--- src/rtl/param_sram_ctrl.sv ---
// param_sram_ctrl: sequencer and arbiter for the EPU parameter SRAM.
// The single SRAM port is shared by a host write channel and an EPU read
// channel. On command, all parameter words are bulk-loaded into shadow
// registers that drive a flat configuration bus.
// Optional feature macro: PARAM_AUTO_LOAD_EN -- an in-range write to the last
// parameter address starts a bulk load on the next cycle.
// Reset rst is asynchronous and active-low.

module param_sram_ctrl #(
    parameter int ADDR_W    = 3,
    parameter int DATA_W    = 32,
    parameter int NUM_PARAM = 5
) (
    input  logic                          clk,
    input  logic                          rst,
    // host write channel
    input  logic                          wr_valid,
    output logic                          wr_ready,
    input  logic [ADDR_W-1:0]             wr_addr,
    input  logic [DATA_W-1:0]             wr_data,
    output logic                          wr_err,
    // EPU read channel
    input  logic                          rd_req,
    input  logic [ADDR_W-1:0]             rd_addr,
    output logic                          rd_gnt,
    output logic                          rd_valid,
    output logic [DATA_W-1:0]             rd_data,
    // bulk load / configuration bus
    input  logic                          cmd_load,
    output logic                          busy,
    output logic                          cfg_valid,
    output logic [NUM_PARAM*DATA_W-1:0]   cfg_data,
    // SRAM port
    output logic                          mem_cs,
    output logic                          mem_oe,
    output logic                          mem_W_req,
    output logic [ADDR_W-1:0]             mem_addr,
    output logic [DATA_W-1:0]             mem_W_data,
    input  logic [DATA_W-1:0]             mem_R_data
);

    typedef enum logic [1:0] {
        IDLE  = 2'd0,
        LOAD  = 2'd1,
        DRAIN = 2'd2
    } state_t;

    localparam logic [ADDR_W-1:0] LAST_ADDR = ADDR_W'(NUM_PARAM - 1);

    state_t            state_q, state_d;
    logic [ADDR_W-1:0] cnt_q;
    logic              oe_q;
    logic              rd_valid_q;
    logic              rd_oor_q;
    logic              wr_err_q;
    logic              cfg_valid_q;
    logic [DATA_W-1:0] rd_hold_q;
    logic [DATA_W-1:0] cfg_q [NUM_PARAM];

    logic              wr_in_range;
    logic              rd_in_range;
    logic              cap_en;
    logic [ADDR_W-1:0] cap_idx;

    function automatic logic in_range(input logic [ADDR_W-1:0] a);
        return (32'(a) < 32'(NUM_PARAM));
    endfunction

    assign wr_in_range = in_range(wr_addr);
    assign rd_in_range = in_range(rd_addr);

    // Next-state logic, IDLE arbitration and SRAM port drive.
    always_comb begin
        // NOTE: every signal gets a default first so no path leaves it unassigned (no latches).
        state_d    = state_q;
        wr_ready   = 1'b0;
        rd_gnt     = 1'b0;
        mem_cs     = 1'b0;
        mem_W_req  = 1'b1;
        mem_addr   = '0;
        mem_W_data = '0;
        unique case (state_q)
            IDLE: begin
                // Nothing is granted while reset is held.
                if (rst) begin
                    if (cmd_load) begin
                        state_d = LOAD;
                    end else if (wr_valid) begin
                        wr_ready = 1'b1;
                        if (wr_in_range) begin
                            mem_cs     = 1'b1;
                            mem_W_req  = 1'b0;
                            mem_addr   = wr_addr;
                            mem_W_data = wr_data;
`ifdef PARAM_AUTO_LOAD_EN
                            if (wr_addr == LAST_ADDR) begin
                                state_d = LOAD;
                            end
`endif
                        end
                    end else if (rd_req) begin
                        rd_gnt = 1'b1;
                        if (rd_in_range) begin
                            mem_cs   = 1'b1;
                            mem_addr = rd_addr;
                        end
                    end
                end
            end
            LOAD: begin
                mem_cs   = 1'b1;
                mem_addr = cnt_q;
                if (cnt_q == LAST_ADDR) begin
                    state_d = DRAIN;
                end
            end
            DRAIN: begin
                state_d = IDLE;
            end
            default: begin
                state_d = IDLE;
            end
        endcase
    end

    // Shadow capture slot: LOAD cycle k stores word k-1, DRAIN stores the last word.
    always_comb begin
        cap_en  = 1'b0;
        cap_idx = cnt_q;
        if (state_q == LOAD && cnt_q != '0) begin
            cap_en  = 1'b1;
            cap_idx = cnt_q - ADDR_W'(1);
        end else if (state_q == DRAIN) begin
            cap_en  = 1'b1;
        end
    end

    // State register, load counter and read/write side-band flags.
    always_ff @(posedge clk or negedge rst) begin
        if (!rst) begin
            state_q     <= IDLE;
            cnt_q       <= '0;
            oe_q        <= 1'b0;
            rd_valid_q  <= 1'b0;
            rd_oor_q    <= 1'b0;
            wr_err_q    <= 1'b0;
            cfg_valid_q <= 1'b0;
            rd_hold_q   <= '0;
        end else begin
            // NOTE: sequential state uses non-blocking assignments so all flops update together.
            state_q    <= state_d;
            oe_q       <= mem_cs && mem_W_req;
            rd_valid_q <= rd_gnt;
            rd_oor_q   <= rd_gnt && !rd_in_range;
            wr_err_q   <= wr_ready && !wr_in_range;
            if (state_q == LOAD && cnt_q != LAST_ADDR) begin
                cnt_q <= cnt_q + ADDR_W'(1);
            end else if (state_q == IDLE) begin
                cnt_q <= '0;
            end
            if (rd_valid_q) begin
                rd_hold_q <= rd_data;
            end
            if (wr_ready && wr_in_range) begin
                cfg_valid_q <= 1'b0;
            end else if (state_q == DRAIN) begin
                cfg_valid_q <= 1'b1;
            end
        end
    end

    // Shadow registers filled from the SRAM read pipeline during a bulk load.
    always_ff @(posedge clk or negedge rst) begin
        if (!rst) begin
            // NOTE: this small register array is reset because cfg_data must read zero after reset.
            for (int i = 0; i < NUM_PARAM; i++) begin
                cfg_q[i] <= '0;
            end
        end else if (cap_en) begin
            for (int i = 0; i < NUM_PARAM; i++) begin
                if (cap_idx == ADDR_W'(i)) begin
                    cfg_q[i] <= mem_R_data;
                end
            end
        end
    end

    // Read data is live in the rd_valid cycle, then held until the next read.
    always_comb begin
        rd_data = rd_hold_q;
        if (rd_valid_q) begin
            rd_data = rd_oor_q ? '0 : mem_R_data;
        end
    end

    // Flatten the shadow registers onto the configuration bus.
    always_comb begin
        cfg_data = '0;
        for (int i = 0; i < NUM_PARAM; i++) begin
            cfg_data[i*DATA_W +: DATA_W] = cfg_q[i];
        end
    end

    assign mem_oe    = oe_q;
    assign rd_valid  = rd_valid_q;
    assign wr_err    = wr_err_q;
    assign busy      = (state_q != IDLE);
    assign cfg_valid = cfg_valid_q;

endmodule
--- config.mk ---
export PLATFORM = sky130hd
export DESIGN_NAME = param_sram_ctrl
export DESIGN_NICKNAME = d
export VERILOG_FILES = /design/src/rtl/param_sram_ctrl.sv
export SDC_FILE = /design/constraint.sdc
export NUM_CORES = 1
export LEC_CHECK = 0
export ABC_CLOCK_PERIOD_IN_PS = 6600
export BUFFER_PORTS_ARGS = -buffer_cell sky130_fd_sc_hd__buf_2
export CORE_ASPECT_RATIO = 1.75
export CORE_MARGIN = 4
export CORE_UTILIZATION = 25
export CTS_CLUSTER_SIZE = 10
export DETAILED_ROUTE_END_ITERATION = 16
export GPL_TIMING_DRIVEN = 0
export SLEW_MARGIN = 10
export SYNTH_ARGS = -nofsm -noshare
export SYNTH_HDL_FRONTEND = slang
export SYNTH_SLANG_ARGS = --single-unit
--- constraint.sdc ---
create_clock -name clk -period 6.6 [get_ports clk]
set_input_delay 0.33 -clock clk [delete_from_list [all_inputs] [get_ports clk]]
set_output_delay 0.33 -clock clk [all_outputs]
set_load 0.02 [all_outputs]
==> results list, run 1 <==
- Across all setup checks in the final design, the least slack found is 3120 ps.
- Net Switching: between 2 and 3 mW
- After technology mapping, the gate count stands at approximately 630.
* Worst-Margin Slew: slightly above 800 ps
- Critical-path cell list: dlygate4sd3_1, buf_8, nor4b_2, and3_1, buf_2, clkbuf_1, and2_1, buf_2
- Quantity of I/O buffers inserted on ports: 310
- Number of max-slew violations in the final report: 0
- Of the available clock period, the critical path in the final layout requires a little over half.
- Leakage power: approximately 5.7 nW
- Floorplan die area: around 0.037 mm2
* Most common cell in the synthesized netlist: sky130_fd_sc_hd__dfrtp_1
- The worst setup path is launched from an input pin.
* Total Routed Length: 26900 um
- The via count of the first global-routing pass came to roughly 6600.
- The slowest stage of the critical path belongs to the cell sky130_fd_sc_hd__dlygate4sd3_1.
* Setup TNS after final layout: 0 ps
- The floorplan step set the die width to 148 um.
- Detail-routed via count per cell: about 4.3
- Async SR Flop Fraction: 100%
- 311 I/O pins were placed.
* Crit path buffers/inverters: 5
- By startpoint and endpoint, the worst setup path is classified as input pin to output port.
- Part of the Yosys area used for sequential elements: 58.9%
- The number of hold-slack violations in the final timing report is 0.
- TritonCTS built the clock tree.
- GR Util All Layers: 14.0%
- Initial antenna violation count: 1
* Number of iterations in the first detailed-routing pass: 6
- The share of total power dissipated in sequential elements is 34.2%.
- Starting DRC count in detailed routing: 220
- The root buffer cell chosen for the clock tree is sky130_fd_sc_hd__clkbuf_16.
- Leading register cell type out of synthesis: sky130_fd_sc_hd__dfrtp_1
- Buffers added to address setup during post-CTS repair amount to 0.
* EDFF count, synth: 0
- Worst flop-to-flop path endpoint: cfg_data[97]
- Clock tree synthesis inserted a total of 24 buffers.
- Area share of the largest cell type after synthesis: 58.9%
- Pin count of the biggest net entering global routing: ~110
* Post-detailed-route DRC marker count: 0
* Flops & latches, synth: between 200 and 250
* Post-Synthesis Net Count: 707
* Hold wc startpoint: rd_addr[0]
* Vertical die dimension: 253 um
- Clock Sinks: 202
* Req. time, crit path: 6270 ps
* Routed via count: 6207
- Critical Path Fanout Max: 101
- CP dominant cell by count: sky130_fd_sc_hd__buf_2
* Hold path cells: 2
- The worst register-to-register path begins at cnt_q[0].
* Critical path launch point: rst
- The clock passes through at most 3 buffers.
- Clock network latency to the later pin of the worst-skew pair: 520 ps
- STA classifies the critical path endpoint as an output port.
* PwrDens: 558 mW/mm2
- For this run, the slowest stage of the critical path takes 560 ps.
- Proportion of power drawn by combinational gates: 47.6%
- Prior to clock tree synthesis, the placed netlist has a worst setup slack of 3630 ps.
- Post-Syn Area: between 0.008 and 0.009 mm2
* Post-DP HPWL: 19900 um
- Area growth, synth to finish: 32.8%
- Setup violations remaining at the end of the flow were counted as 0.
- Of the total power, the share spent switching nets is 40.1%.
- Once the floorplan was initialized, standard cells occupied 25.4% of the core.
* Slack of the worst reg-to-reg path: 4020 ps
* Top cell types by occurrence after synthesis: sky130_fd_sc_hd__dfrtp_1, sky130_fd_sc_hd__mux2_2, sky130_fd_sc_hd__o21ai_0
* Type of the tightest min-delay check: input pin to register
- Top cell type by total area after synthesis: sky130_fd_sc_hd__dfrtp_1
- Worst ir drop on vdd: 188 uV
* Avg Inst Size Synth: between 10 and 15 um2
- Worst-case clock skew: 19.6 ps
- The flow ran to the end, and the final reports show no timing, DRC or antenna violations.
* Setup repair after global routing missed its margin: false
- Clock network fraction of total power: 18.2%
* Internal power consumption: ~3.8 mW
- The tool flagged a number of max-cap violations equal to 0.
- Number of cells after detailed placement: 1395
* Wire length of the first global-routing pass: 40100 um
- RePlAce Congestion: 0.759
* Final total power: 6.36 mW
* Area of the core: about 0.034 mm2
- GRT overflow: 0
- Derived from the worst setup path, the maximum achievable clock frequency is 0.287 GHz.
- Yosys warns: 0
- Worst EP arrival: 3150 ps
* Cell types with the largest area share after synthesis: sky130_fd_sc_hd__dfrtp_1, sky130_fd_sc_hd__mux2_2, sky130_fd_sc_hd__mux2_4, sky130_fd_sc_hd__o21ai_0, sky130_fd_sc_hd__and2_1
- Remaining max-slew budget at the tightest pin: 46.1%
* Clock input transition at the sequential cells of the worst setup and hold paths: 50 ps
* Max H-tree Level: 1
* # nets final: between 1000 and 1500
- Counting I/O delays and the setup requirement, the final critical path takes 3480 ps.
* Worst-case hold path end point: rd_oor_q
- Among cell families on the critical path, the largest total delay comes from buffers and inverters.
* Share of post-route cells with drive strength above 1: 52.9%
- Counting distinct cell types in the post-synthesis netlist gives 37.
* Number of rows in the core area: 89
- In the final routed layout, each cell accounts on average for around 19 um.
* Antenna viol nets, final: 0
* Number of cells in the finished layout apart from fillers: 1427
- Depth of the worst register-to-register path: 7
how the worst max path moves through the flow:
stage / endpoint / slack (ps) / cells after the start
3_5_place_dp: mem_W_data[18] / 3630 / 7
3_3_place_gp: mem_W_data[24] / 500 / 7
4_1_cts: mem_W_data[18] / 3040 / 8
2_1_floorplan: mem_addr[0] / 4400 / 4
6_report: mem_W_data[24] / 3120 / 8
5_1_grt: mem_W_data[24] / 2860 / 8
logic make-up (layout without fill, tap and decap cells):
group	after synthesis	count (layout)	share of synthesized area (%)
mux	160	160	23.6
simple gates	100	100	6.40
flops	202	202	58.9
buf+inv	72	414	4.52
compound gates	92	92	6.16
fa+ha+maj	3	3	0.437
other cells	0	1	0
through the flow:
step | utilization (%) | hold WS (ps) | area (um2)
2_1_floorplan | - | 34.4 | 8590
3_3_place_gp | 31.6 | 472 | 10700
3_5_place_dp | 31.7 | 435 | 10700
4_1_cts | 33.7 | 55.5 | 11400
5_1_grt | 33.7 | 70.3 | 11400
6_report | 33.7 | 89.8 | 11400
cell type report:
type                    count  area [um2]
diodes                      1        2.50
flip-flops and latches    202        5050
repair buffers            312        1600
clock inverters             2        21.3
clock buffers              28         626
well taps                 455         569
multi-input cells         355        3140
inverters                  40         150
fillers                  3450       22400
plain buffers              32         238
sequential cells by signal, indices dropped and copies added (netlist names):
signal	flops
wr_err	1
cnt_q	3
state_q	2
rd_valid	1
rd_oor_q	1
cfg_data	160
mem_oe	1
rd_hold_q	32
cfg_valid	1
per-layer routing:
layer  vias to the layer above  routed length, um  track usage [%]
met4                         0                714             4.83
met3                        44               1580             2.42
li1                       2815                  -                -
met5                         -                  0                0
met2                       227              14900             26.7
met1                      3121               9710             15.3
power groups by stage:
stage               Sequential (mW)  Combinational (mW)  Clock, mW
floorplan                      2.80                1.35          0
global placement               2.17                3.04          0
detailed placement             2.19                3.08          0
CTS                            2.18                3.10       1.21
global route                   2.25                3.25       1.25
finish                         2.18                3.03       1.16
layout by cell type, fill, tap and decap left out, types with 2 or more instances in the layout:
cell type,n
sky130_fd_sc_hd__a21oi_1,8
sky130_fd_sc_hd__and2_1,33
sky130_fd_sc_hd__and3_1,2
sky130_fd_sc_hd__and3b_1,2
sky130_fd_sc_hd__buf_2,313
sky130_fd_sc_hd__buf_6,15
sky130_fd_sc_hd__clkbuf_1,16
sky130_fd_sc_hd__clkbuf_16,24
sky130_fd_sc_hd__dfrtp_1,202
sky130_fd_sc_hd__ha_1,3
sky130_fd_sc_hd__inv_1,40
sky130_fd_sc_hd__mux2_1,15
sky130_fd_sc_hd__mux2_2,85
sky130_fd_sc_hd__mux2_4,60
sky130_fd_sc_hd__nand2_1,39
sky130_fd_sc_hd__nand2b_1,2
sky130_fd_sc_hd__nand3b_1,3
sky130_fd_sc_hd__nor2_1,4
sky130_fd_sc_hd__nor2b_1,2
sky130_fd_sc_hd__nor3_1,5
sky130_fd_sc_hd__o211ai_2,3
sky130_fd_sc_hd__o21ai_0,72
sky130_fd_sc_hd__o22ai_2,2
timing repair:
action | 4_1_cts | 5_1_grt
resized for setup | 0 | 0
hold buffers | 1 | 0
endpoints found under the hold margin | 98 | 0
(Power assumes the default switching activity.)
==> run 2: changes to the inputs <==
ABC_CLOCK_PERIOD_IN_PS = 3220   (was 6600)
clock period = 3.22 ns   (was 6.6 ns; I/O delays follow)
==> results list, run 2 (same netlist as run 1, synthesis figures left out) <==
- Post-DP HPWL: 19900 um
* Final hold vios: 0
* Maximum frequency from static timing analysis: 0.345 GHz
- From synthesis to final layout, the design area changed by 37.7%.
- Initial cell density of the core: 25.4%
* Element type at the critical path end: output port
* Clock input transition at the sequential cells of the worst setup and hold paths: 50 ps
- In the global route stage, met3 resource usage came out at 2.26%.
- Worst-Margin Slew: 670 ps
- Worst-case hold path end point: rd_valid
* Clock buffer count from CTS: 24
- The detail route stage leaves a number of antenna-violating nets equal to 0.
* Pre-CTS setup slack: roughly 540 ps
- The library cell used most frequently in the layout, excluding fill and tap cells, is sky130_fd_sc_hd__buf_2.
* Number of iterations in the first detailed-routing pass: 4
- GR Util All Layers: 14.2%
* PnR worst setup slack: around 320 ps
* Number of max-slew violations in the final report: 0
- Summed over all failing endpoints, the final setup total negative slack is 0 ps.
- Wire length of the first global-routing pass: 41000 um
* Most frequent cells in the layout: sky130_fd_sc_hd__buf_2, sky130_fd_sc_hd__dfrtp_1, sky130_fd_sc_hd__mux2_2, sky130_fd_sc_hd__o21ai_0, sky130_fd_sc_hd__mux2_4
* Routed via count: 6366
- Total power for the finished layout comes to between 10 and 15 mW.
- Worst-case clock skew: 21.1 ps
- Measured along the x axis, the die boundary spans 148 um.
* Type of origin of the critical path: register
- In the final layout, the share of cells above drive strength 1 is 51.1%.
- Final core utilization: 34.9%
* Shortest period the worst path allows: 2900 ps
- Critical Path Fanout Max: 10
- After detailed routing, the total wire length is 27400 um.
- By startpoint and endpoint, the worst setup path is classified as register to output port.
* Quantity of I/O buffers inserted on ports: 310
- The worst register-to-register path has a depth of 7.
* Clock tree root buffer cell: sky130_fd_sc_hd__clkbuf_16
- Hold path cells: 2
- 0 antenna diodes ended up in the layout.
- Initial antenna violation count: 0
- Counting along the longest clock path gives a buffer depth of 3.
* RePlAce Congestion: 0.759
* Setup repair after global routing missed its margin: false
* Final critical-path share of the clock period: 90.0%
- The tightest min-delay check is of the input pin to register type.
- For this run, global-route usage on met2 was measured as 27.1%.
- In this run the tightest slew margin relative to its limit is a little over half.
* Global-route track usage on met1: 15.6%
- Clock network latency to the later pin of the worst-skew pair: 520 ps
- The region available for standard cell placement spans around 0.034 mm2.
- In this run the most critical hold path is launched from wr_valid.
- TritonCTS built the clock tree.
- Summed over all cells, the static leakage comes to 5.88 nW.
- For this design the ratio of total power to cell area is around 1100 mW/mm2.
* Hold Worst Slack: 41.2 ps
- In the routed layout, each cell is associated on average with a via count of between 4 and 5.
* Clock Sinks: 202
- Routed WL per cell: ~19 um
- The final layout contains ~1100 nets.
* Floorplan die area: around 0.037 mm2
- Starting DRC count in detailed routing: 230
- Data on the critical path is required at its endpoint by 3060 ps.
- The flow ran to the end, and the final reports show no timing, DRC or antenna violations.
* Setup repair bufs after CTS: 0
* Number of rows in the core area: between 80 and 90
* Worst flop-to-flop path endpoint: cfg_data[97]
- For this run the aggregate overflow at the end of global routing stands at 0.
- Final setup viols: 0
- Worst ir drop on vdd: 390 uV
- Worst EP arrival: 2740 ps
* Post-detailed-route DRC marker count: 0
* Max H-tree Level: 1
- Number of global-route vias before repair: 6827
- Entering global routing, the biggest net connects 105 pins.
- The register with the most flip-flops in the layout has 160 of them.
- Slack of the worst reg-to-reg path: 630 ps
- I/O pin total: 311
* Number of max-cap violations: 0
- After global routing, the most crowded layer is met2.
* Worst reg2reg path startpoint: cnt_q[0]
- From bottom edge to top edge, the die measures 253 um.
-- run 2: timing repair --
action,in CTS,in global routing
pin swaps,0,0
gates resized for setup,1,2
gates cloned,0,0
hold buffers,41,0
endpoints found under the setup margin,1,7
endpoints found under the hold margin,281,0
-- run 2: final cells by class --
class                           count  area (um2)
Clock buffer                       28         626
Clock inverter                      2        21.3
Fill cell                        3411       22000
Buffer                             32         240
Inverter                           40         150
Multi-Input combinational cell    355        3140
Sequential cell                   202        5050
Tap cell                          455         569
Timing Repair Buffer              352        2020
-- run 2: worst max-delay path by stage --
| stage | end | cells after the start | from | slack [ps] |
|---|---|---|---|---|
| final | rd_data[6] | 6 | rd_valid | 320 |
| after global routing | rd_data[16] | 6 | rd_valid | 20 |
| after CTS | rd_data[28] | 6 | rd_valid | 110 |
| after detailed placement | rd_data[0] | 6 | rd_valid | 540 |
| after global placement | mem_W_data[24] | 7 | rst | -2540 |
| after floorplan | cfg_data[32] | 7 | cnt_q[0] | 1030 |
-- run 2: metal layers --
layer  up-vias  routed length, um
met5         -                  0
met4         0                843
li1       2895                  -
met1      3179               9960
met3        50               1520
met2       242              15100
-- run 2: through the flow --
step	cell area (um2)	instances
floorplan	8590	629
global placement	10700	1394
detailed placement	10700	1395
CTS	11800	1466
global route	11800	1466
finish	11800	1466
-- run 2: power by group --
group	leakage, nW	total [mW]	switching (mW)	internal [mW]
registers	2.37	4.46	0.618	3.84
logic	3.19	6.26	3.61	2.65
clock network	0.317	2.38	1.02	1.35
-- run 2: worst max-delay path, cell delays in order (launching register included) --
cell and delay [ps]:
sky130_fd_sc_hd__dfrtp_1 460, sky130_fd_sc_hd__clkbuf_1 390, sky130_fd_sc_hd__nor2b_1 340, sky130_fd_sc_hd__clkbuf_1 540, sky130_fd_sc_hd__nand2_1 160, sky130_fd_sc_hd__o21ai_0 110
sky130_fd_sc_hd__buf_2 210
